`src/rtl/biu_bus_arbiter.sv`:
```
// biu_bus_arbiter: grants the data (m0) or instruction (m1) sub-interface,
// runs one single-beat transfer on the system bus, then acks or times out.
module biu_bus_arbiter #(
    parameter int unsigned TIMEOUT = 255
) (
    input  logic        clk_i,
    input  logic        rst_n_i,
    input  logic        m0_req_i,
    input  logic        m1_req_i,
    input  logic        m0_stb_i,
    input  logic        m1_stb_i,
    input  logic        m0_we_i,
    input  logic        m1_we_i,
    input  logic [31:0] m0_adr_i,
    input  logic [31:0] m1_adr_i,
    input  logic [3:0]  m0_sel_i,
    input  logic [31:0] m0_dat_i,
    output logic        m0_cs_o,
    output logic        m1_cs_o,
    output logic        bus_ack_o,
    output logic [31:0] bus_dat_o,
    output logic        bus_err_o,
    output logic        wb_cyc_o,
    output logic        wb_stb_o,
    output logic        wb_we_o,
    output logic [31:0] wb_adr_o,
    output logic [3:0]  wb_sel_o,
    output logic [31:0] wb_dat_o,
    input  logic [31:0] wb_dat_i,
    input  logic        wb_ack_i
);

    localparam int unsigned CW = 8;
    localparam logic [CW-1:0] CNT_LAST = CW'(TIMEOUT - 1);

    typedef enum logic [1:0] {IDLE, GRANT, BUS, ACK} state_t;

    state_t        state_q, state_d;
    logic          win_q, win_d;      // 0 = m0, 1 = m1
    logic          last_q, last_d;    // master granted last
    logic [CW-1:0] cnt_q, cnt_d;
    logic          m0_cs_q, m0_cs_d, m1_cs_q, m1_cs_d;
    logic          ack_q, ack_d, err_q, err_d;
    logic [31:0]   rdat_q, rdat_d;
    logic          cyc_q, cyc_d, we_q, we_d;
    logic [31:0]   adr_q, adr_d, dat_q, dat_d;
    logic [3:0]    sel_q, sel_d;
    logic          pick;
    logic          win_req, win_stb;

    assign win_req = win_q ? m1_req_i : m0_req_i;
    assign win_stb = win_q ? m1_stb_i : m0_stb_i;

    // State and output registers
    always_ff @(posedge clk_i or negedge rst_n_i) begin
        if (!rst_n_i) begin
            state_q <= IDLE;
            win_q   <= 1'b0;
            last_q  <= 1'b1;
            cnt_q   <= '0;
            m0_cs_q <= 1'b0;
            m1_cs_q <= 1'b0;
            ack_q   <= 1'b0;
            err_q   <= 1'b0;
            rdat_q  <= '0;
            cyc_q   <= 1'b0;
            we_q    <= 1'b0;
            adr_q   <= '0;
            sel_q   <= '0;
            dat_q   <= '0;
        end else begin
            state_q <= state_d;
            win_q   <= win_d;
            last_q  <= last_d;
            cnt_q   <= cnt_d;
            m0_cs_q <= m0_cs_d;
            m1_cs_q <= m1_cs_d;
            ack_q   <= ack_d;
            err_q   <= err_d;
            rdat_q  <= rdat_d;
            cyc_q   <= cyc_d;
            we_q    <= we_d;
            adr_q   <= adr_d;
            sel_q   <= sel_d;
            dat_q   <= dat_d;
        end
    end

    // Next-state and next-output logic
    always_comb begin
        state_d = state_q;
        win_d   = win_q;
        last_d  = last_q;
        cnt_d   = cnt_q;
        m0_cs_d = m0_cs_q;
        m1_cs_d = m1_cs_q;
        ack_d   = ack_q;
        err_d   = err_q;
        rdat_d  = rdat_q;
        cyc_d   = cyc_q;
        we_d    = we_q;
        adr_d   = adr_q;
        sel_d   = sel_q;
        dat_d   = dat_q;
        pick    = 1'b0;

        case (state_q)
            IDLE: begin
                if (m0_req_i || m1_req_i) begin
                    // On a tie the master not granted last wins
                    pick    = (m0_req_i && m1_req_i) ? ~last_q : m1_req_i;
                    win_d   = pick;
                    m0_cs_d = ~pick;
                    m1_cs_d = pick;
                    state_d = GRANT;
                end
            end
            GRANT: begin
                if (win_stb) begin
                    if (win_q) begin
                        // m1 is fetch-only: its we is tied off
                        adr_d = m1_adr_i;
                        we_d  = 1'b0 & m1_we_i;
                        sel_d = 4'hF;
                        dat_d = '0;
                    end else begin
                        adr_d = m0_adr_i;
                        we_d  = m0_we_i;
                        sel_d = m0_sel_i;
                        dat_d = m0_dat_i;
                    end
                    cyc_d   = 1'b1;
                    cnt_d   = '0;
                    state_d = BUS;
                end else if (!win_req) begin
                    m0_cs_d = 1'b0;
                    m1_cs_d = 1'b0;
                    state_d = IDLE;
                end
            end
            BUS: begin
                cnt_d = cnt_q + CW'(1);
                if (wb_ack_i) begin
                    rdat_d  = wb_dat_i;
                    ack_d   = 1'b1;
                    cyc_d   = 1'b0;
                    state_d = ACK;
                end else if (cnt_q == CNT_LAST) begin
                    rdat_d  = '0;
                    ack_d   = 1'b1;
                    err_d   = 1'b1;
                    cyc_d   = 1'b0;
                    state_d = ACK;
                end
            end
            ACK: begin
                m0_cs_d = 1'b0;
                m1_cs_d = 1'b0;
                ack_d   = 1'b0;
                err_d   = 1'b0;
                last_d  = win_q;
                state_d = IDLE;
            end
            default: state_d = IDLE;
        endcase
    end

    assign m0_cs_o   = m0_cs_q;
    assign m1_cs_o   = m1_cs_q;
    assign bus_ack_o = ack_q;
    assign bus_err_o = err_q;
    assign bus_dat_o = rdat_q;
    assign wb_cyc_o  = cyc_q;
    assign wb_stb_o  = cyc_q;
    assign wb_we_o   = we_q;
    assign wb_adr_o  = adr_q;
    assign wb_sel_o  = sel_q;
    assign wb_dat_o  = dat_q;

endmodule

```
`config.mk`:
```
export PLATFORM = sky130hd
export DESIGN_NAME = biu_bus_arbiter
export DESIGN_NICKNAME = d
export VERILOG_FILES = /design/src/rtl/biu_bus_arbiter.sv
export SDC_FILE = /design/constraint.sdc
export NUM_CORES = 1
export LEC_CHECK = 0
export BUFFER_PORTS_ARGS = -buffer_cell sky130_fd_sc_hd__buf_2
export CAP_MARGIN = 20
export CELL_PAD_IN_SITES_DETAIL_PLACEMENT = 0
export CELL_PAD_IN_SITES_GLOBAL_PLACEMENT = 1
export CORE_MARGIN = 4
export CORE_UTILIZATION = 35
export CTS_CLUSTER_DIAMETER = 60
export DETAILED_ROUTE_END_ITERATION = 8
export GPL_ROUTABILITY_DRIVEN = 0
export PLACE_DENSITY_LB_ADDON = 0.2
export SYNTH_ARGS = -nofsm -noshare
export SYNTH_HDL_FRONTEND = slang
export SYNTH_SLANG_ARGS = --single-unit
```
`constraint.sdc`:
```
create_clock -name clk_i -period 2 [get_ports clk_i]
set_input_delay 0.5 -clock clk_i [delete_from_list [all_inputs] [get_ports clk_i]]
set_output_delay 0.5 -clock clk_i [all_outputs]
set_load 0.05 [all_outputs]
```
### Word level (Yosys, flattened, before mapping)

Cells that the tools add are included.

* add/subtract/negate cells: 1
* equal/unequal tests: 12
* mux-type cells: 32
* bitwise operators: 2
* reductions and logical operators: 16

Operators with widths (count)
* $mux 32: 4
* $pmux 8 s2: 1
* $mux 1: 14
* $ne 2x2->1 const B: 6
* $mux 2: 5
* $reduce_and 2->1: 5
* $reduce_and 3->1: 3
* $add 8x1->8 const B: 1
* $eq 8x8->1 const B: 1
* $mux 8: 1
* $pmux 2 s4: 1
* $ne 3x3->1 const B: 2
* $pmux 1 s2: 3
* $pmux 1 s3: 2
* $reduce_bool 2->1: 3
* $eq 2x2->1 const B: 2
* $mux 4: 1
* $reduce_and 4->1: 1
* $reduce_bool 3->1: 1
* $eq 2x1->1 const B: 1
* $logic_not 2->1: 1
* $not 1->1: 2
* $logic_and 1x1->1: 1
* $logic_or 1x1->1: 1

* flip-flop bits (word level): 118
* input bits: 141
* logic and storage cells: 77

### Logic depth before layout (Yosys ltp)

Gate-level depths: netlist of run 1.

* depth in word-level cells: 5
* gate-level depth with buffers: 7
* mapped depth without buffers: 5

### Least setup slack after synthesis of run 1

No wires, ideal clock.

* kind: flip-flop to flip-flop
* start: register cnt_q[0]
* end: register rdat_q[10], in the netlist bus_dat_o[10]
* library setup time: 118 ps
* arrival: 1360 ps
* required time: 1882 ps
* setup slack: 522 ps
* cell stages (with the launch flop): 8
* path buffers: 2
* path through: dfrtp_1 inv_1 ha_1 nand3_1 o21ba_2 clkbuf_1 buf_2 a21o_1

* word-level cells in the longest chain between the ends: 3

RTL lines
* start: declaration: RTL line 41 `logic [CW-1:0] cnt_q, cnt_d;`
* start signal: assignment: RTL line 75 `cnt_q <= cnt_d;`
* $eq 8x8->1: RTL line 148 `end else if (cnt_q == CNT_LAST) begin`
* $reduce_bool 2->1 (no line)
* $reduce_and 2->1 (no line)
* end signal: assignment: RTL line 80 `rdat_q <= rdat_d;`
* end: declaration: RTL line 44 `logic [31:0] rdat_q, rdat_d;`

Every way passes these cells.
A chain may end at the register's enable or synchronous reset.

### Final worst setup path of run 1

* start: register m0_cs_q, in the netlist m0_cs_o
* end: output m0_cs_o

RTL lines
* start: declaration: RTL line 42 `logic m0_cs_q, m0_cs_d, m1_cs_q, m1_cs_d;`
* start signal: assignment: RTL line 76 `m0_cs_q <= m0_cs_d;`
* end: declaration: RTL line 18 `output logic m0_cs_o,`

No word-level cell between the ends.

==> out/summary.log, run 1 <==
INFO  clock_network  htree_num_levels=4
INFO  clock_network  clock_pin_slew_on_the_worst_setup_and_hold_paths=0.05ns
INFO  drt            routedWlPerCell=16.53microns
INFO  outcome        outcome=completed
INFO  sta            rsz0062_at_grt=no
INFO  power          peakVddDrop=0.9199mV
INFO  setup_path     r2r-end=cnt_q[2]
INFO  drt            totalWireLength=15410microns
INFO  drt            post-route-drc-count=0
INFO  final_layout   multi_input_area=2185squm
INFO  clock_network  buffer_depth_of_the_longest_clock_path=2
INFO  sta            max-slew-margin-rel=0.6453
INFO  clock_network  cts.sinks=118
INFO  clock_network  root_buffer=clkbuf_16
INFO  global_route   grtUsageTotal=0.1752
INFO  setup_path     start_kind=flop
INFO  setup_path     setup.worst_path.end_class=primary output
INFO  sta            worst_slack=0.4283ns
INFO  die            coreArea=14750squm
INFO  clock_network  clock_latency=0.40ns
INFO  final_layout   layout.filler_cells=1418
INFO  sta            finalWorstPathRequiredPeriod=1.572ns
INFO  sta            worst_slew_pin_slew=0.5320ns
INFO  drt            ant_nets=0
INFO  die            placement_rows=44
INFO  placed_design  port_buffers=246
INFO  sta            fin_crit_sh=0.7859
INFO  setup_path     reg2regPathDepth=4
INFO  setup_path     critical_path_peak_fanout=3
INFO  clock_network  numCtsBuffers=17
INFO  setup_path     crit_slowest_cell=dfrtp_1
INFO  drt            drt_first_iter_violations=199
INFO  clock_network  post_cts.resized_instances=0
INFO  sta            achievable-frequency=0.6363GHz
INFO  setup_path     buffers_plus_inverters_on_the_worst_setup_path=1
INFO  drt            via_per_inst=5.089
INFO  synthesis      synth_fp_nets=647
INFO  drt            detailroute.via_count=4743
INFO  final_layout   fraction_of_final_layout_cells_sized_beyond_drive_strength_1=0.3971
INFO  synthesis      postSynthCellCount=504
INFO  setup_path     cp_data_required_time=1.50ns
INFO  final_layout   diodes=0
INFO  global_route   maximum_number_of_pins_on_one_net_before_global_route_repair=76
INFO  sta            hold_viol_final=0
INFO  sta            final_number_of_max_transition_violations=0
INFO  die            num_io_pins=248
INFO  placed_design  detailed_place_hpwl=10790microns
INFO  setup_path     cpLargestDelayFamily=flip-flops
INFO  die            initial_core_util=0.3634
INFO  clock_network  cts.repair_timing.setup_buffer_count=0
INFO  synthesis      yosys_register_bits=118
INFO  final_layout   area_growth_syn_to_layout=37.20%
INFO  global_route   grt_pass1_wl=25140microns
INFO  setup_path     timing.setup.critical_path_class=reg -> out
INFO  synthesis      netlist_area=5361squm
INFO  setup_path     rrSetupSlack=0.44ns
INFO  setup_path     path_cells=buf_2
INFO  power          power.density=2077nW/um^2
INFO  sta            finalClockSkew=0.004944ns
INFO  drt            drt_pre_antenna_iters=5
INFO  sta            tns=0ns
INFO  die            die_w=131.8microns
INFO  setup_path     critPathMaxStageDelay=0.37ns
INFO  sta            timing.final.setup_violations=0
INFO  synthesis      synth_sequential_area_ratio=0.5510
INFO  global_route   first_global_vias=4970
INFO  global_route   antenna_found_initial=0
INFO  global_route   grt_overflow_total=0
INFO  clock_network  cts_tree=yes
INFO  final_layout   finalNetCount=879
INFO  placed_design  placement.setup.worst_slack=0.3763ns
INFO  die            fp.dieH=131.8microns
INFO  worst_hold_path hp-class=in -> async
INFO  setup_path     worstPathArrival=1.07ns
INFO  synthesis      synth.lib_cells_used.distinct=37
INFO  final_layout   register_area=2955squm
INFO  clock_network  hold_buffers=0
INFO  job            max_cap_viol_count=0
INFO  power          power_leakage=3.586nW
INFO  synthesis      postSynthAreaPerCell=10.64squm
INFO  synthesis      synth.yosys.warnings=0
INFO  die            die_area=17360squm
-- synth_stat cells --
library cell	count	share of area
a211o_1	1	0.0016
a211oi_1	1	0.0014
a21o_1	32	0.045
a21oi_1	1	0.00093
a22o_1	32	0.052
a31oi_1	1	0.0012
a32o_1	1	0.0019
a32oi_1	1	0.0016
and3b_1	2	0.0033
buf_1	1	0.00070
buf_2	19	0.018
buf_4	1	0.0014
buf_6	2	0.0042
clkbuf_1	24	0.017
dfrtp_1	117	0.55
dfstp_2	1	0.0049
ha_1	2	0.0047
inv_1	5	0.0035
mux2_2	1	0.0021
mux2i_1	38	0.071
nand2_1	9	0.0063
nand2b_1	36	0.042
nand3_1	3	0.0028
nand4_1	3	0.0035
nor2_1	7	0.0049
nor2b_1	1	0.0012
nor3_1	2	0.0019
nor4_1	2	0.0023
o211ai_1	2	0.0028
o21a_1	1	0.0014
o21ai_0	132	0.12
o21ai_1	14	0.013
o21ba_2	2	0.0037
o22a_1	1	0.0016
o22ai_1	4	0.0047
or2_1	1	0.0012
or4_1	1	0.0014
-- stage by stage --
stage                     cells  hold WS, ns  area (sq um)  total power, mW  utilization
after detailed placement    901       0.4631          6790            12.50       0.4602
after CTS                   932      0.02767          7356            15.46       0.4986
after global placement      901       0.4581          6790            12.33       0.4602
after floorplan             504       0.2044          5361            10.38            -
after global routing        932      0.04496          7356            16.16       0.4986
final                       932      0.03670          7356            15.28       0.4986
-- cell families (layout without fill, tap and decap cells) --
logic type	after synthesis	count (layout)	synth area share
multiplexers	39	39	0.07304
buffers and inverters	52	296	0.04434
adder cells (fa/ha/maj)	2	2	0.004667
AND/OR/NAND/NOR	67	67	0.07071
flip-flops	118	118	0.5510
AO/OA/AOI/OAI	226	226	0.2562
-- cell type report --
type	count	share of cell area
clock buffer	21	0.06260
clock inverter	10	0.01429
timing repair buffer	260	0.1905
sequential	118	0.4018
inverter	5	0.002551
multi-input combinational	334	0.2970
tap	184	0.03130
-- power breakdown --
part           switching, mW  total (mW)  internal [mW]
sequential             0.667        4.17           3.50
clock                   1.02        2.89           1.88
combinational           5.92        8.22           2.30
-- registers in the layout (all words and copies together) (netlist names), named ones only --
signal and flops:
bus_dat_o 32, wb_adr_o 32, wb_dat_o 32, cnt_q 8
wb_sel_o 4, bus_ack_o 1, bus_err_o 1, last_q 1
m0_cs_o 1, m1_cs_o 1, state_q 1, wb_cyc_o 1
wb_we_o 1, win_q 1
-- cells in the final DEF (no fill, tap or decap), types with 3 or more instances in the layout --
master	count
buf_4	10
o21ai_1	14
a21o_1	32
nand3_1	3
inv_1	5
o21ai_0	132
nand4_1	3
clkinv_2	6
buf_2	245
clkbuf_16	17
buf_12	5
dfrtp_1	116
mux2i_1	37
nand2_1	9
nand2b_1	35
o22ai_1	4
nor2_1	7
a22o_1	32
-- worst max-delay path by stage --
stage	start	endpoint	slack, ns	depth (start not counted)
after global placement	m1_stb_i	cnt_q[2]	0.42	5
after global routing	flop	cnt_q[2]	0.21	4
after CTS	m1_cs_o	m1_cs_o	0.40	1
after detailed placement	m0_stb_i	cnt_q[2]	0.38	5
final	m0_cs_o	m0_cs_o	0.43	1
after floorplan	cnt_q[0]	bus_dat_o[10]	0.52	7
-- per-layer routing --
metal  global-route usage  part of all wire  vias to the layer above
li1                     -                 -                     2280
met3              0.07099             0.085                       13
met5                    0                 0                        -
met1               0.2146              0.42                     2261
met4              0.05134             0.013                        0
met2               0.2860              0.48                      189
No activity file was read; power rests on OpenSTA's default activity.
==> inputs of run 2 (changes only) <==
clock period = 1.55 ns   (was 2 ns; I/O delays follow)
==> run 2 against run 1 <==
Net effect:
- sequential power up 29%
- clock skew grew 0.0021 ns
- hold slack better by 0.19 ns
- global-route usage grew 0.58 points
- die area did not move
- flip-flop and latch count unchanged
- clock power up 47%
- via count grew 1.4%
- critical endpoint is now wb_dat_o[11]
- register-to-register slack lost 0.41 ns
==> out/summary.log, run 2 (synthesis results as in run 1) <==
INFO  drt            drt_pre_antenna_iters=4
INFO  sta            max-slew-margin-rel=0.6980
INFO  clock_network  numCtsBuffers=17
INFO  power          power.density=2712nW/um^2
INFO  setup_path     rrSetupSlack=0.03ns
INFO  sta            achievable-frequency=0.6574GHz
INFO  setup_path     critical_path_peak_fanout=53
INFO  setup_path     worstPathArrival=1.83ns
INFO  drt            via_per_inst=5.129
INFO  sta            finalWorstPathRequiredPeriod=1.521ns
INFO  setup_path     cp_data_required_time=1.86ns
INFO  setup_path     crit_slowest_cell=dfrtp_2
INFO  setup_path     setup.worst_path.end_class=flop
INFO  die            die_w=131.8microns
INFO  final_layout   area_growth_syn_to_layout=40.14%
INFO  clock_network  clock_pin_slew_on_the_worst_setup_and_hold_paths=0.05ns
INFO  global_route   antenna_found_initial=0
INFO  sta            finalClockSkew=0.007033ns
INFO  clock_network  cts_tree=yes
INFO  clock_network  clock_latency=0.40ns
INFO  clock_network  cts.repair_timing.setup_buffer_count=0
INFO  clock_network  cts.sinks=118
INFO  drt            routedWlPerCell=16.61microns
INFO  final_layout   leading_cell_types_in_the_layout_fill_and_taps_excluded=244 x buf_2, 123 x o21ai_0, 116 x dfrtp_1
INFO  sta            rsz0062_at_grt=yes
INFO  sta            worst_slack=0.02893ns
INFO  final_layout   layout.cells.most_common=buf_2
INFO  die            die_area=17360squm
INFO  outcome        outcome=completed
INFO  final_layout   fraction_of_final_layout_cells_sized_beyond_drive_strength_1=0.3992
INFO  final_layout   layout.filler_cells=1388
INFO  sta            hold_viol_final=0
INFO  final_layout   diodes=0
INFO  placed_design  placement.setup.worst_slack=-0.01979ns
INFO  die            placement_rows=44
INFO  drt            ant_nets=0
INFO  die            coreArea=14750squm
INFO  setup_path     buffers_plus_inverters_on_the_worst_setup_path=1
INFO  global_route   grt_overflow_total=0
INFO  drt            detailroute.via_count=4811
INFO  setup_path     critPathMaxStageDelay=0.44ns
INFO  global_route   first_global_vias=5044
INFO  clock_network  htree_num_levels=4
INFO  final_layout   finalNetCount=884
INFO  setup_path     timing.setup.critical_path_class=reg -> reg
INFO  sta            worst_slew_pin_slew=0.4530ns
INFO  die            num_io_pins=248
INFO  worst_hold_path hp-class=in -> reg
INFO  drt            totalWireLength=15580microns
INFO  placed_design  detailed_place_hpwl=11020microns
INFO  sta            timing.final.setup_violations=0
INFO  power          peakVddDrop=1.274mV
INFO  sta            fin_crit_sh=0.9813
INFO  die            fp.dieH=131.8microns
INFO  global_route   maximum_number_of_pins_on_one_net_before_global_route_repair=76
INFO  drt            post-route-drc-count=0
INFO  sta            final_number_of_max_transition_violations=0
INFO  placed_design  port_buffers=246
INFO  setup_path     path_cells=mux2i_4, or2_2, buf_12, o21ai_0
INFO  drt            drt_first_iter_violations=237
INFO  global_route   grt_pass1_wl=25850microns
INFO  global_route   grtUsageTotal=0.1810
INFO  setup_path     cpLargestDelayFamily=flip-flops
INFO  clock_network  buffer_depth_of_the_longest_clock_path=2
INFO  die            initial_core_util=0.3634
INFO  setup_path     start_kind=flop
INFO  power          power_leakage=3.661nW
INFO  clock_network  root_buffer=clkbuf_16
INFO  sta            tns=0ns
INFO  job            max_cap_viol_count=0
==> run 2: changes by cell type in the layout (fill, tap and decap cells not counted), sizes merged <==
cell,delta
dlygate4sd3,+1
buf,+3
clkbuf,+2
clkinvlp,-2
bufinv,+3
clkinv,-1
==> run 2: layout make-up <==
cell class	instances	area, sq um	area share
well taps	184	230.2	0.03064
repair buffers	265	1485	0.1977
inverters	5	18.77	0.002498
flip-flops and latches	118	2955	0.3933
clock buffers	22	464.2	0.06178
clock inverters	10	175.2	0.02331
multi-input cells	334	2185	0.2908
==> run 2: worst paths after layout <==
check / startpoint / endpoint / cells past startpoint
min in group asynchronous: rst_n_i / wb_dat_o[0] / 2
hold reg to reg: bus_ack_o / bus_ack_o / 2
hold / removal: m0_dat_i[27] / wb_dat_o[27] / 3
setup / recovery: win_q / wb_dat_o[11] / 4
max in group asynchronous: rst_n_i / wb_adr_o[23] / 3
setup reg to reg: win_q / wb_dat_o[11] / 4
==> run 2: timing repair <==
item                                    4_1_cts  5_1_grt
hold endpoints to repair                     11        0
hold buffers                                  1        0
endpoints found under the setup margin        3       23
gates resized for setup                       1       10
==> run 2: metal layers <==
layer	part of all wire	routed length, microns	GRT usage
met5	0	0	0
met4	0.022	344	0.07118
met3	0.080	1252	0.06031
met2	0.47	7390	0.2920
met1	0.42	6589	0.2255
==> run 2: worst register-to-register path: cells and delay by family, from the launching register on <==
| kind | cells | cell delay, ns |
|---|---|---|
| multiplexers | 1 | 0.21 |
| buffers and inverters | 1 | 0.19 |
| AO/OA/AOI/OAI | 1 | 0.23 |
| flip-flops | 1 | 0.44 |
| AND/OR/NAND/NOR | 1 | 0.35 |
==> run 2: power by group <==
part	leakage (nW)	internal (mW)	switching [mW]
clock	0.318	2.92	1.32
sequential	1.41	4.52	0.839
combinational	1.93	3.08	7.70
total	3.66	10.5	9.85
==> run 2: per-stage QoR <==
step	instances	util	hold slack (ns)	cell area, sq um	power, mW
4_1_cts	938	0.5091	0.2006	7511	20.60
3_5_place_dp	905	0.4648	0.2690	6858	16.25
5_1_grt	938	0.5092	0.2160	7513	21.58
3_3_place_gp	905	0.4648	0.2668	6858	16.01
6_report	938	0.5092	0.2246	7513	20.37
2_1_floorplan	504	-	0.09191	5361	13.40
